`config.mk`:
```
export PLATFORM = sky130hd
export DESIGN_NAME = pipe_skid_reg_flat
export DESIGN_NICKNAME = d
export VERILOG_FILES = /design/src/rtl/pipe_skid_if.sv /design/src/rtl/pipe_skid_reg.sv /design/src/flat_wrapper.sv
export SDC_FILE = /design/constraint.sdc
export NUM_CORES = 1
export LEC_CHECK = 0
export BUFFER_PORTS_ARGS = -buffer_cell sky130_fd_sc_hd__buf_2
export CAP_MARGIN = 20
export CORE_MARGIN = 2
export CORE_UTILIZATION = 52
export DETAILED_ROUTE_END_ITERATION = 10
export PLACE_DENSITY = 0.78
export SLEW_MARGIN = 20
export SYNTH_ARGS = -nofsm -noshare
export SYNTH_HDL_FRONTEND = slang
export SYNTH_SLANG_ARGS = --single-unit
```
`constraint.sdc`:
```
create_clock -name clk -period 2.2 [get_ports clk]
set_input_delay 0.11 -clock clk [delete_from_list [all_inputs] [get_ports clk]]
set_output_delay 0.11 -clock clk [all_outputs]
set_load 0.01 [all_outputs]
```
`src/rtl/pipe_skid_if.sv`:
```
// pipe_skid_if: ready/valid handshake bundle for pipe_skid_reg.
//   in_valid/in_data/in_ready     upstream write channel
//   out_valid/out_data/out_ready  downstream read channel
//   occupancy                     number of words held by the register (0..2)
// Modports: slave = register side, master = driver/consumer side.
interface pipe_skid_if #(
   parameter int WIDTH = 8
);
   logic             in_valid;
   logic [WIDTH-1:0] in_data;
   logic             in_ready;
   logic             out_valid;
   logic [WIDTH-1:0] out_data;
   logic             out_ready;
   logic [1:0]       occupancy;

   modport slave (
      input  in_valid, in_data, out_ready,
      output in_ready, out_valid, out_data, occupancy
   );

   modport master (
      output in_valid, in_data, out_ready,
      input  in_ready, out_valid, out_data, occupancy
   );
endinterface

```
`src/rtl/pipe_skid_reg.sv`:
```
// pipe_skid_reg: two-entry ready/valid pipeline register (main + skid).
// Sustains one transfer per cycle each way; every output comes straight from a
// flop, so a downstream stall never forms a combinational ready path upstream.
// Ports:
//   clk    rising-edge clock
//   rst    asynchronous reset, active-high
//   flush  synchronous discard of all held words (beats any transfer)
//   bus    pipe_skid_if.slave handshake bundle (in_*, out_*, occupancy)
//
// state | meaning
// EMPTY | no word held, in_ready=1, out_valid=0
// ONE   | main holds the oldest word, in_ready=1, out_valid=1
// FULL  | main + skid hold two words, in_ready=0, out_valid=1
module pipe_skid_reg #(
   parameter int WIDTH = 8
) (
   input  logic        clk,
   input  logic        rst,
   input  logic        flush,
   pipe_skid_if.slave  bus
);

   typedef enum logic [1:0] {
      EMPTY = 2'd0,
      ONE   = 2'd1,
      FULL  = 2'd2
   } state_t;

   state_t           state;
   logic [WIDTH-1:0] main_q;
   logic [WIDTH-1:0] skid_q;
   logic             out_valid_q;
   logic             in_ready_q;
   logic [1:0]       occ_q;

   logic in_fire;
   logic out_fire;

   // Fires use the registered handshake outputs, never a derived ready.
   assign in_fire  = bus.in_valid & in_ready_q;
   assign out_fire = out_valid_q & bus.out_ready;

   always_ff @(posedge clk or posedge rst) begin
      if (rst) begin
         state       <= EMPTY;
         main_q      <= '0;
         skid_q      <= '0;
         out_valid_q <= 1'b0;
         in_ready_q  <= 1'b1;
         occ_q       <= 2'd0;
      end else if (flush) begin
         // Data registers keep their contents; only the bookkeeping empties.
         state       <= EMPTY;
         out_valid_q <= 1'b0;
         in_ready_q  <= 1'b1;
         occ_q       <= 2'd0;
      end else begin
         case (state)
            EMPTY: begin
               if (in_fire) begin
                  state       <= ONE;
                  main_q      <= bus.in_data;
                  out_valid_q <= 1'b1;
                  in_ready_q  <= 1'b1;
                  occ_q       <= 2'd1;
               end
            end
            ONE: begin
               if (in_fire && out_fire) begin
                  main_q <= bus.in_data;
               end else if (in_fire) begin
                  state       <= FULL;
                  skid_q      <= bus.in_data;
                  out_valid_q <= 1'b1;
                  in_ready_q  <= 1'b0;
                  occ_q       <= 2'd2;
               end else if (out_fire) begin
                  state       <= EMPTY;
                  out_valid_q <= 1'b0;
                  in_ready_q  <= 1'b1;
                  occ_q       <= 2'd0;
               end
            end
            FULL: begin
               // in_ready is low here, so only the drain path exists.
               if (out_fire) begin
                  state       <= ONE;
                  main_q      <= skid_q;
                  out_valid_q <= 1'b1;
                  in_ready_q  <= 1'b1;
                  occ_q       <= 2'd1;
               end
            end
            default: begin
               state       <= EMPTY;
               out_valid_q <= 1'b0;
               in_ready_q  <= 1'b1;
               occ_q       <= 2'd0;
            end
         endcase
      end
   end

   assign bus.out_data  = main_q;
   assign bus.out_valid = out_valid_q;
   assign bus.in_ready  = in_ready_q;
   assign bus.occupancy = occ_q;

endmodule

```
`src/flat_wrapper.sv`:
```
// flat-port wrapper written by rule: the top's interface ports become plain ports
module pipe_skid_reg_flat 
#(
   parameter int WIDTH = 8
)
  (clk, rst, flush, bus_in_valid, bus_in_data, bus_out_ready, bus_in_ready, bus_out_valid, bus_out_data, bus_occupancy);
  pipe_skid_if #(.WIDTH(WIDTH)) bus_i ();
  input  logic clk;
  input  logic rst;
  input  logic flush;
  input wire logic [$bits(bus_i.in_valid)-1:0] bus_in_valid;
  input wire logic [$bits(bus_i.in_data)-1:0] bus_in_data;
  input wire logic [$bits(bus_i.out_ready)-1:0] bus_out_ready;
  output wire logic [$bits(bus_i.in_ready)-1:0] bus_in_ready;
  output wire logic [$bits(bus_i.out_valid)-1:0] bus_out_valid;
  output wire logic [$bits(bus_i.out_data)-1:0] bus_out_data;
  output wire logic [$bits(bus_i.occupancy)-1:0] bus_occupancy;
  assign bus_i.in_valid = bus_in_valid;
  assign bus_i.in_data = bus_in_data;
  assign bus_i.out_ready = bus_out_ready;
  assign bus_in_ready = bus_i.in_ready;
  assign bus_out_valid = bus_i.out_valid;
  assign bus_out_data = bus_i.out_data;
  assign bus_occupancy = bus_i.occupancy;
  pipe_skid_reg #(.WIDTH(WIDTH)) u_core (.clk(clk), .rst(rst), .flush(flush), .bus(bus_i));
endmodule
```
Yosys cells after proc, flatten, opt, wreduce, memory -nomap -nowiden:

Cells that the tools add are included.

* bitwise logic cells: 4
* reductions and logical operators: 7
* muxes and demuxes: 23
* eq/ne operators: 9

Operators by type and width (count)
* 8-bit two-way mux: 3
* 8-bit case mux with 3 select lines: 1
* 2-bit two-way mux: 6
* 1-bit two-way mux: 10
* 4-bit AND reduction: 2
* 2-bit by 1-bit inequality test with 1-bit output, second input constant: 3
* 3-bit by 2-bit inequality test with 1-bit output, second input constant: 2
* 1-bit case mux with 3 select lines: 2
* 2-bit case mux with 3 select lines: 1
* 5-bit AND reduction: 1
* 4-bit by 2-bit inequality test with 1-bit output, second input constant: 1
* 3-bit inequality test, second input constant: 1
* 3-bit nonzero test: 1
* 1-bit bitwise AND: 2
* 2-bit by 1-bit equality test with 1-bit output, second input constant: 1
* 2-bit equality test, second input constant: 1
* 2-bit zero test: 1
* 1-bit inverter: 2
* 2-bit AND reduction: 1
* 1-bit logical AND: 1

* bits in registers: 20
* logic and storage cells: 48
* output and inout bits: 12
* input port bits: 13

Logic depth before layout (Yosys ltp):

Gate-level depths: netlist (run 1).

* depth after elaboration: 6
* depth in mapped cells: 7
* mapped depth without buffers: 6

Least setup slack after synthesis (run 1):

Ideal clock, no wire load.

* kind: register -> register
* start: register u_core.state[0]
* end: register u_core.main_q[0] (netlist: u_core.bus.out_data[0])
* setup time: 73 ps
* required time: 2127 ps
* period minus slack after synthesis: 1770 ps
* buffers on the path: 1
* data arrival time: 1697 ps
* path slack: 430 ps
* stages on the path, launching flop included: 8
* path through: dfrtp_1 inv_1 ha_1 a21boi_1 a2111oi_4 buf_6 nor2_1 a21oi_2

* cells in the longest elaborated chain, start to end: 3
* elaborated cells on any way between the ends: 9
* those cells by class: eq/ne: 5; mux: 1; reduce/logical: 3

Ends and longest elaborated chain
* start: declaration: RTL line pipe_skid_reg.sv:29 `state_t state;`
* start signal: assignment: RTL line pipe_skid_reg.sv:45 `state <= EMPTY;`
* start signal: assignment: RTL line pipe_skid_reg.sv:53 `state <= EMPTY;`
* start signal: assignment: RTL line pipe_skid_reg.sv:61 `state <= ONE;`
* 2-bit equality test, or another cell as far along: RTL line pipe_skid_reg.sv:58 `case (state)`
* 2-bit by 1-bit inequality test with 1-bit output (no source line) or 3-bit nonzero test (tied branches)
* 5-bit AND reduction (no source line)
* end signal: assignment: RTL line pipe_skid_reg.sv:62 `main_q <= bus.in_data;`
* end signal: assignment: RTL line pipe_skid_reg.sv:70 `main_q <= bus.in_data;`
* end signal: assignment: RTL line pipe_skid_reg.sv:88 `main_q <= skid_q;`
* end: declaration: RTL line pipe_skid_reg.sv:30 `logic [WIDTH-1:0] main_q;`

Parallel ways exist; a longest one is shown, timed or not.
A chain may end at the register's enable or synchronous reset.

Final worst setup path (run 1):

* start: register u_core.state[0]
* end: register u_core.main_q[5] (netlist: u_core.bus.out_data[5])

Same word-level chain as after synthesis.

==> out/metrics.yaml, run 1 <==
die_h_um: 49.2
finalCritPeriodShare_pct: 85.8
clock_latency_ns: 0.31
cts_root_buf: "clkbuf_4"
criticalPathCategory: "flip-flop to flip-flop"
max_freq_mhz: 529
yosysSeqAreaShare_pct: 47.2
p_comb_share_pct: 41.0
wire_per_inst_um: 13.9
power.density_nw_per_um2: 1270
switchingPower_mw: 0.574
mostFrequentLayoutCell: "buf_2"
dieWidth_um: 49.2
internal_power_mw: 1.05
synth.net_count: 110
instances_no_fill: 147
portBuffers: 24
crit_required_ns: 2.43
swShare_pct: 35.4
place_inst: 142
routabilityCongestion: 0.881
yosys_warnings: 0
drt_pass1_iterations: 5
ys_ff_latch: 20
timing.final.ws_setup_ns: 0.311
clkPwrFrac_pct: 18.8
finalSetupViolCount: 0
drtIter0Drc: 12
wl_mm: 2.04
dieArea_um2: 2420
syn2layout_area_growth_pct: 20.5
leakagePower_nw: 0.577
cts_max_level: 1
antenna_found_initial: 0
final.setup.tns_ns: 0
grt_pass1_vias: 745
io-pin-count: 25
grt_max_degree: 21
ir_drop_mv: 0.859
worst_setup_path_end_kind: "flip-flop"
cp_max_fo: 10
clock_sinks: 20
rsz0062_at_grt: "false"
vias_per_cell: 5.27
yosys.cell_types.count: 28
start_kind: "flip-flop"
nNetsFinal: 140
clock_skew_ns: 0.00549
arrival_ns: 2.12
power_frac_seq_pct: 40.2
power_mw: 1.62
netlist_area_um2: 1060
status: "finished clean"
diodes: 0
worst_pin_slew_ns: 0.743
hpwl_mm: 1.54
cts_tree: "yes"
hp-class: "input port to flip-flop"
slew_viol_final: 0
grt_first_pass_wirelength_mm: 3.42
clockBufferDepth: 2
syn_avg_cell_area_um2: 11.7
hold_violations: 0
core-area_um2: 1940
drv_cap: 0
track_usage_pct: 18.3
cts_buffers: 3
cts.reportedPaths.clkPinSlew_ns: 0.12
final.min_clock_period_ns: 1.89
grt-ovfl-total: 0
vias: 775
final_cell_mix: "buf_2 (24), dfrtp_1 (19), nor2_1 (10)"
preCtsSetupSlack_ns: 0.316
drive_above_1_share_pct: 37.5
drtAntennaViolNets: 0
rows: 16
postSynthCellCount: 91
slew_headroom_pct: 50.4
initial_core_util_pct: 54.8
drc: 0
## cell type report
class | instances | area, um2
Timing Repair Buffer | 28 | 153
Multi-Input combinational cell | 65 | 529
Clock inverter | 1 | 30.0
Sequential cell | 20 | 502
Clock buffer | 3 | 22.5
Inverter | 3 | 11.3
Fill cell | 161 | 661
Tap cell | 27 | 33.8
## state kept, by name, indices dropped and copies added, names as in the netlist
register              cells
u_core.skid_q             8
u_core.bus.in_ready       1
u_core.bus.out_valid      1
u_core.state              2
u_core.bus.out_data       8
## layer usage
metal	vias up	GRT usage [%]	wire, um
li1	385	-	-
met1	362	24.4	944
met2	24	29.7	990
met3	4	2.15	91
met4	0	8.10	17
met5	-	0	0
## repair_timing
action,CTS,global route
hold buffers,1,0
endpoints found under the hold margin,19,0
setup buffers,0,0
gates resized for setup,0,0
## cells by family after synthesis
logic type	count (synthesis)	share of synthesized area [%]
multiplexers	17	16.9
flip-flops	20	47.2
AND/OR/NAND/NOR	20	9.41
AO/OA/AOI/OAI	22	16.4
adder cells (fa/ha/maj)	6	7.06
buffers and inverters	6	3.06
## power groups by stage
stage	sequential, mW	clock, mW	combinational (mW)
after floorplan	0.692	0	0.421
after global placement	0.654	0	0.648
after detailed placement	0.664	0	0.667
after CTS	0.658	0.306	0.672
after global routing	0.679	0.323	0.736
final	0.653	0.305	0.665
## per-stage QoR
step                utilization [%]  area, um2  hold slack (ns)
floorplan                         -       1060           0.0731
global placement               62.8       1220            0.262
detailed placement             62.8       1220            0.268
CTS                            66.0       1280           0.0365
global route                   66.0       1280           0.0388
finish                         66.0       1280           0.0417
## worst max-delay path, stage by stage (launching register included)
cell       delay, ns
dfrtp_1         0.43
inv_1           0.11
ha_1            0.26
a21boi_1        0.20
a2111oi_4       0.37
buf_4           0.24
nor2_1          0.06
a21oi_1         0.15
## synth_stat cells
cell type | count | area (um2)
dfrtp_1 | 19 | 475
nor2_1 | 10 | 37.5
a21oi_1 | 9 | 45.0
mux2i_1 | 9 | 90.1
mux2_2 | 8 | 90.1
ha_1 | 6 | 75.1
inv_1 | 3 | 11.3
nand2_1 | 3 | 11.3
a211o_1 | 2 | 17.5
a21oi_2 | 2 | 17.5
buf_2 | 2 | 10.0
nand2b_1 | 2 | 12.5
a2111oi_4 | 1 | 27.5
a21bo_2 | 1 | 10.0
a21boi_0 | 1 | 7.51
a21boi_1 | 1 | 7.51
a21o_1 | 1 | 7.51
a221oi_1 | 1 | 8.76
a22o_1 | 1 | 8.76
buf_6 | 1 | 11.3
dfstp_2 | 1 | 26.3
nand3_1 | 1 | 5.00
nand4_2 | 1 | 12.5
nor2b_1 | 1 | 6.26
o221ai_1 | 1 | 8.76
o31ai_1 | 1 | 7.51
or2_1 | 1 | 6.26
or3b_1 | 1 | 8.76
## final timing paths
kind / startpoint / endpoint / slack, ns / depth (start not counted)
worst max-delay path: u_core.state[0] / u_core.bus.out_data[5] / 0.31 / 7
worst min-delay path: bus_in_data[5] / u_core.skid_q[5] / 0.04 / 2
worst max register to register: u_core.state[0] / u_core.bus.out_data[5] / 0.31 / 7
worst min register to register: u_core.skid_q[5] / u_core.skid_q[5] / 0.52 / 1
max in group asynchronous: rst / u_core.bus.out_valid / 1.28 / 3
min in group asynchronous: rst / u_core.skid_q[2] / 0.46 / 3
Power figures use the tool's default switching activity.
==> run 2: changes to the inputs <==
Clock period 2.2 ns to 1.95 ns, I/O delays scaled along.
==> run 2 against run 1 <==
Worst hold slack got worse by 0.025 ns. Via count grew 2.5%. Cell count is 1.4% higher. Critical path type unchanged. Cell area is 1.4% higher. Non-clock buffer count increased by 2.
==> out/metrics.yaml, run 2 (synthesized netlist as in run 1, its figures left out) <==
hpwl_mm: 1.51
final.setup.tns_ns: 0
r2r-start: "u_core.state[0]"
hold_violations: 0
min_from: "bus_in_data[7]"
drtIter0Drc: 8
slew_headroom_pct: 51.1
whs_endpoint: "u_core.skid_q[7]"
arrival_ns: 2.02
holdWs_ns: 0.0168
power.density_nw_per_um2: 1430
ff2ff_path_depth: 6
max_freq_mhz: 565
finalSetupViolCount: 0
grt_pass1_vias: 759
finalCritPeriodShare_pct: 90.7
clock_skew_ns: 0.00583
track_usage_pct: 19.7
place_inst: 144
r2r_end: "u_core.bus.out_data[5]"
clockBufferDepth: 2
preCtsSetupSlack_ns: 0.0929
final_cell_mix: "buf_2 (24), dfrtp_1 (19), nor2_1 (10)"
fillers: 178
criticalPathCategory: "flip-flop to flip-flop"
diodes: 0
drc: 0
ir_drop_mv: 0.800
hp-class: "input port to flip-flop"
instances_no_fill: 149
status: "finished clean"
rows: 16
drt_pass1_iterations: 4
clock_latency_ns: 0.32
place_area_um2: 1230
mostFrequentLayoutCell: "buf_2"
rsz0062_at_grt: "false"
final.min_clock_period_ns: 1.77
cts_max_level: 1
stdcell_area_um2: 1300
antenna_found_initial: 0
dieArea_um2: 2420
wl_mm: 2.09
syn2layout_area_growth_pct: 22.1
start_kind: "flip-flop"
routabilityCongestion: 0.867
initial_core_util_pct: 54.8
slew_viol_final: 0
core-area_um2: 1940
grt_first_pass_wirelength_mm: 3.62
clock_sinks: 20
cts_buffers: 3
grt_max_degree: 21
hold_depth: 2
timing.final.ws_setup_ns: 0.181
die_h_um: 49.2
dieWidth_um: 49.2
drv_cap: 0
cts_tree: "yes"
cts_root_buf: "clkbuf_4"
cp_max_fo: 10
drtAntennaViolNets: 0
io-pin-count: 25
vias: 794
drive_above_1_share_pct: 39.3
cts.reportedPaths.clkPinSlew_ns: 0.12
crit_required_ns: 2.20
wire_per_inst_um: 14.0
leakagePower_nw: 0.586
grt-ovfl-total: 0
vias_per_cell: 5.33
worst_setup_path_end_kind: "flip-flop"
ff2ff_setup_slack_ns: 0.18
power_mw: 1.86
final_core_util_pct: 66.9
worst_pin_slew_ns: 0.733
nNetsFinal: 142
portBuffers: 24
-- run 2: layout make-up --
type	instances	area (um2)	area share, %
Clock buffer	3	22.5	1.73
Multi-Input combinational cell	65	532	40.9
Sequential cell	20	502	38.6
Tap cell	27	33.8	2.60
Clock inverter	1	30.0	2.31
Timing Repair Buffer	30	168	12.9
Inverter	3	11.3	0.867
-- run 2: metal layers --
| metal | wire, um | up-vias | track usage, % |
|---|---|---|---|
| li1 | - | 388 | - |
| met5 | 0 | - | 0 |
| met3 | 84 | 7 | 2.76 |
| met2 | 1040 | 18 | 32.0 |
| met1 | 910 | 381 | 26.2 |
| met4 | 54 | 0 | 8.57 |
-- run 2: critical path, cell delays in order, from the launching register on --
cell	delay, ns
dfrtp_1	0.44
ha_1	0.23
or2_1	0.26
a2111oi_4	0.37
buf_4	0.23
nor2_1	0.06
a21oi_1	0.12
-- run 2: worst max-delay path by stage --
stage                     from  slack [ns]  depth (start not counted)                      to
2_1_floorplan  u_core.state[0]        0.18                          7  u_core.bus.out_data[0]
3_3_place_gp   u_core.state[1]        0.18                          5        u_core.skid_q[5]
3_5_place_dp   u_core.state[1]        0.09                          5        u_core.skid_q[6]
4_1_cts        u_core.state[1]        0.08                          5        u_core.skid_q[6]
5_1_grt        u_core.state[0]        0.04                          7  u_core.bus.out_data[5]
6_report       u_core.state[0]        0.18                          6  u_core.bus.out_data[5]
-- run 2: power by group --
group          switching [mW]  total (mW)  internal [mW]
logic                   0.389       0.771          0.382
registers               0.130       0.742          0.612
clock network           0.140       0.348          0.208
-- run 2: timing repair --
item,CTS,global route
hold endpoints to repair,19,0
resized for setup,0,1
hold buffers,1,0
setup endpoints to repair,0,4
buffers inserted,0,0
==> run 3: changes to the inputs <==
Settings changed: ABC_AREA set to 1, CORE_UTILIZATION 52 to 53.
==> run 3 against run 2 <==
Global-route usage up 1.3 points. Register-to-register slack better by 0.23 ns. Cell area up 6.8%. Cell count rose by 38%. Fmax is 15% higher. Largest cell class unchanged.
==> out/metrics.yaml, run 3 <==
ff2ff_path_depth: 7
synth.most_common_cell: "nand2_1"
portBuffers: 24
power_mw: 1.91
dieArea_um2: 2640
rsz0062_at_grt: "false"
whs_endpoint: "u_core.skid_q[0]"
synth_common_cells: "nand2_1 (50), dfrtp_1 (19), inv_1 (17), o21ai_0 (17), o21ai_2 (8)"
status: "finished clean"
nNetsFinal: 197
cts_buffers: 3
leakagePower_nw: 0.759
stdcell_area_um2: 1390
power.density_nw_per_um2: 1380
synth_area_leaders: "dfrtp_1 (40%), nand2_1 (16%), o21ai_0 (7.2%), ha_1 (6.3%), o21ai_2 (5.9%)"
slew_headroom_pct: 50.0
finalSetupViolCount: 0
hold_depth: 3
synth_top_area_share_pct: 40.0
yosys.cell_types.count: 20
hp-class: "input port to flip-flop"
cp_max_fo: 16
yosysSeqAreaShare_pct: 42.2
hold_violations: 0
cts_root_buf: "clkbuf_4"
arrival_ns: 1.76
routabilityCongestion: 0.824
drc: 0
drtAntennaViolNets: 0
ff2ff_setup_slack_ns: 0.41
grt-ovfl-total: 0
synth_flop_cell: "dfrtp_1"
vias: 1027
core-area_um2: 2170
yosys_warnings: 0
crit_required_ns: 2.17
ys_ff_latch: 20
clockBufferDepth: 2
synth_top_area_cell: "dfrtp_1"
final.setup.tns_ns: 0
syn2layout_area_growth_pct: 16.6
min_from: "bus_in_data[0]"
diodes: 0
dieWidth_um: 51.4
die_h_um: 51.4
postCtsSetupBuffers: 0
grt_pass1_vias: 952
cpMostUsedCell: "inv_1"
place_area_um2: 1330
track_usage_pct: 21.0
cp_slowest_cell: "dfrtp_1"
cts_max_level: 1
crit_chain: "inv_1, ha_1, inv_1, nor2_4, nand3_4, nand2_1, o21ai_2"
final_core_util_pct: 64.0
hpwl_mm: 1.85
r2r_end: "u_core.skid_q[7]"
final_cell_mix: "nand2_1 (50), buf_2 (24), dfrtp_1 (19)"
grt_first_pass_wirelength_mm: 4.14
wire_per_inst_um: 11.7
finalCritPeriodShare_pct: 78.9
clock_sinks: 20
async_flop_share_pct: 100
syn_avg_cell_area_um2: 7.93
grt_max_degree: 21
drt_pass1_iterations: 4
ir_drop_mv: 0.672
cts_tree: "yes"
slew_viol_final: 0
worst_pin_slew_ns: 0.749
clock_latency_ns: 0.31
wl_mm: 2.39
cts.reportedPaths.clkPinSlew_ns: 0.12
max_freq_mhz: 650
r2r-start: "u_core.state[1]"
clock_skew_ns: 0.00516
antenna_found_initial: 0
criticalPathCategory: "flip-flop to flip-flop"
mostFrequentLayoutCell: "nand2_1"
drv_cap: 0
drtIter0Drc: 46
rows: 17
holdWs_ns: 0.0260
drive_above_1_share_pct: 26.6
synth_edf_count: 0
cts-resized-gates: 0
start_kind: "flip-flop"
netlist_area_um2: 1190
vias_per_cell: 5.01
final.min_clock_period_ns: 1.54
initial_core_util_pct: 54.8
synth.net_count: 169
worst_setup_path_end_kind: "flip-flop"
postSynthCellCount: 150
fillers: 212
io-pin-count: 25
cpPeakStageDelay_ns: 0.45
==> run 3: area by class of cell <==
| cell class | count | area [um2] | area share [%] |
|---|---|---|---|
| multi-input combinational | 109 | 593 | 42.7 |
| sequential | 20 | 502 | 36.2 |
| timing repair buffer | 26 | 138 | 9.92 |
| inverter | 18 | 67.6 | 4.87 |
| tap | 28 | 35.0 | 2.52 |
| clock inverter | 1 | 30.0 | 2.16 |
| clock buffer | 3 | 22.5 | 1.62 |
==> run 3: logic make-up (layout without fill, tap and decap cells) <==
family          count (synthesis)  in the layout  synth area share [%]
compound gates                 31             31                  16.7
buf+inv                        21             48                  7.99
fa+ha+maj                       6              6                  6.31
simple gates                   72             72                  26.8
flops                          20             20                  42.2
==> run 3: report_power, final <==
group / leakage (nW) / switching (mW) / internal, mW
Sequential: 0.249 / 0.112 / 0.608
Clock: 0.0279 / 0.143 / 0.208
Combinational: 0.483 / 0.523 / 0.315
==> run 3: how the worst max path moves through the flow <==
stage                               start                      to  slack, ns  cells past startpoint
after global placement    u_core.state[1]        u_core.skid_q[7]       0.48                      7
after CTS                 u_core.state[1]        u_core.skid_q[7]       0.40                      7
after detailed placement  u_core.state[1]        u_core.skid_q[5]       0.42                      7
after floorplan           u_core.state[0]  u_core.bus.out_data[0]       0.48                      8
after global routing      u_core.state[1]        u_core.skid_q[7]       0.24                      7
final                     u_core.state[1]        u_core.skid_q[7]       0.41                      7
==> run 3: stage by stage <==
step / setup slack (ns) / std cells
2_1_floorplan: 0.482 / 150
6_report: 0.411 / 205
5_1_grt: 0.240 / 205
3_5_place_dp: 0.416 / 200
3_3_place_gp: 0.481 / 200
4_1_cts: 0.398 / 205
==> run 3: worst max-delay path: cells and delay by family (launching register included) <==
| family | cells | cell delay [ns] |
|---|---|---|
| adder cells (fa/ha/maj) | 1 | 0.18 |
| AO/OA/AOI/OAI | 1 | 0.06 |
| buffers and inverters | 2 | 0.20 |
| flip-flops | 1 | 0.45 |
| AND/OR/NAND/NOR | 3 | 0.56 |
==> run 3: layer usage <==
metal  GRT usage (%)  up-vias  wire (um)
met5               0        -          0
met3            3.51        5        113
li1                -      526          -
met2            34.0       32       1120
met4            7.89        0         41
met1            28.2      464       1110
==> run 3: repair_timing <==
action,4_1_cts,5_1_grt
endpoints found under the setup margin,0,0
hold buffers,1,0
endpoints found under the hold margin,19,0
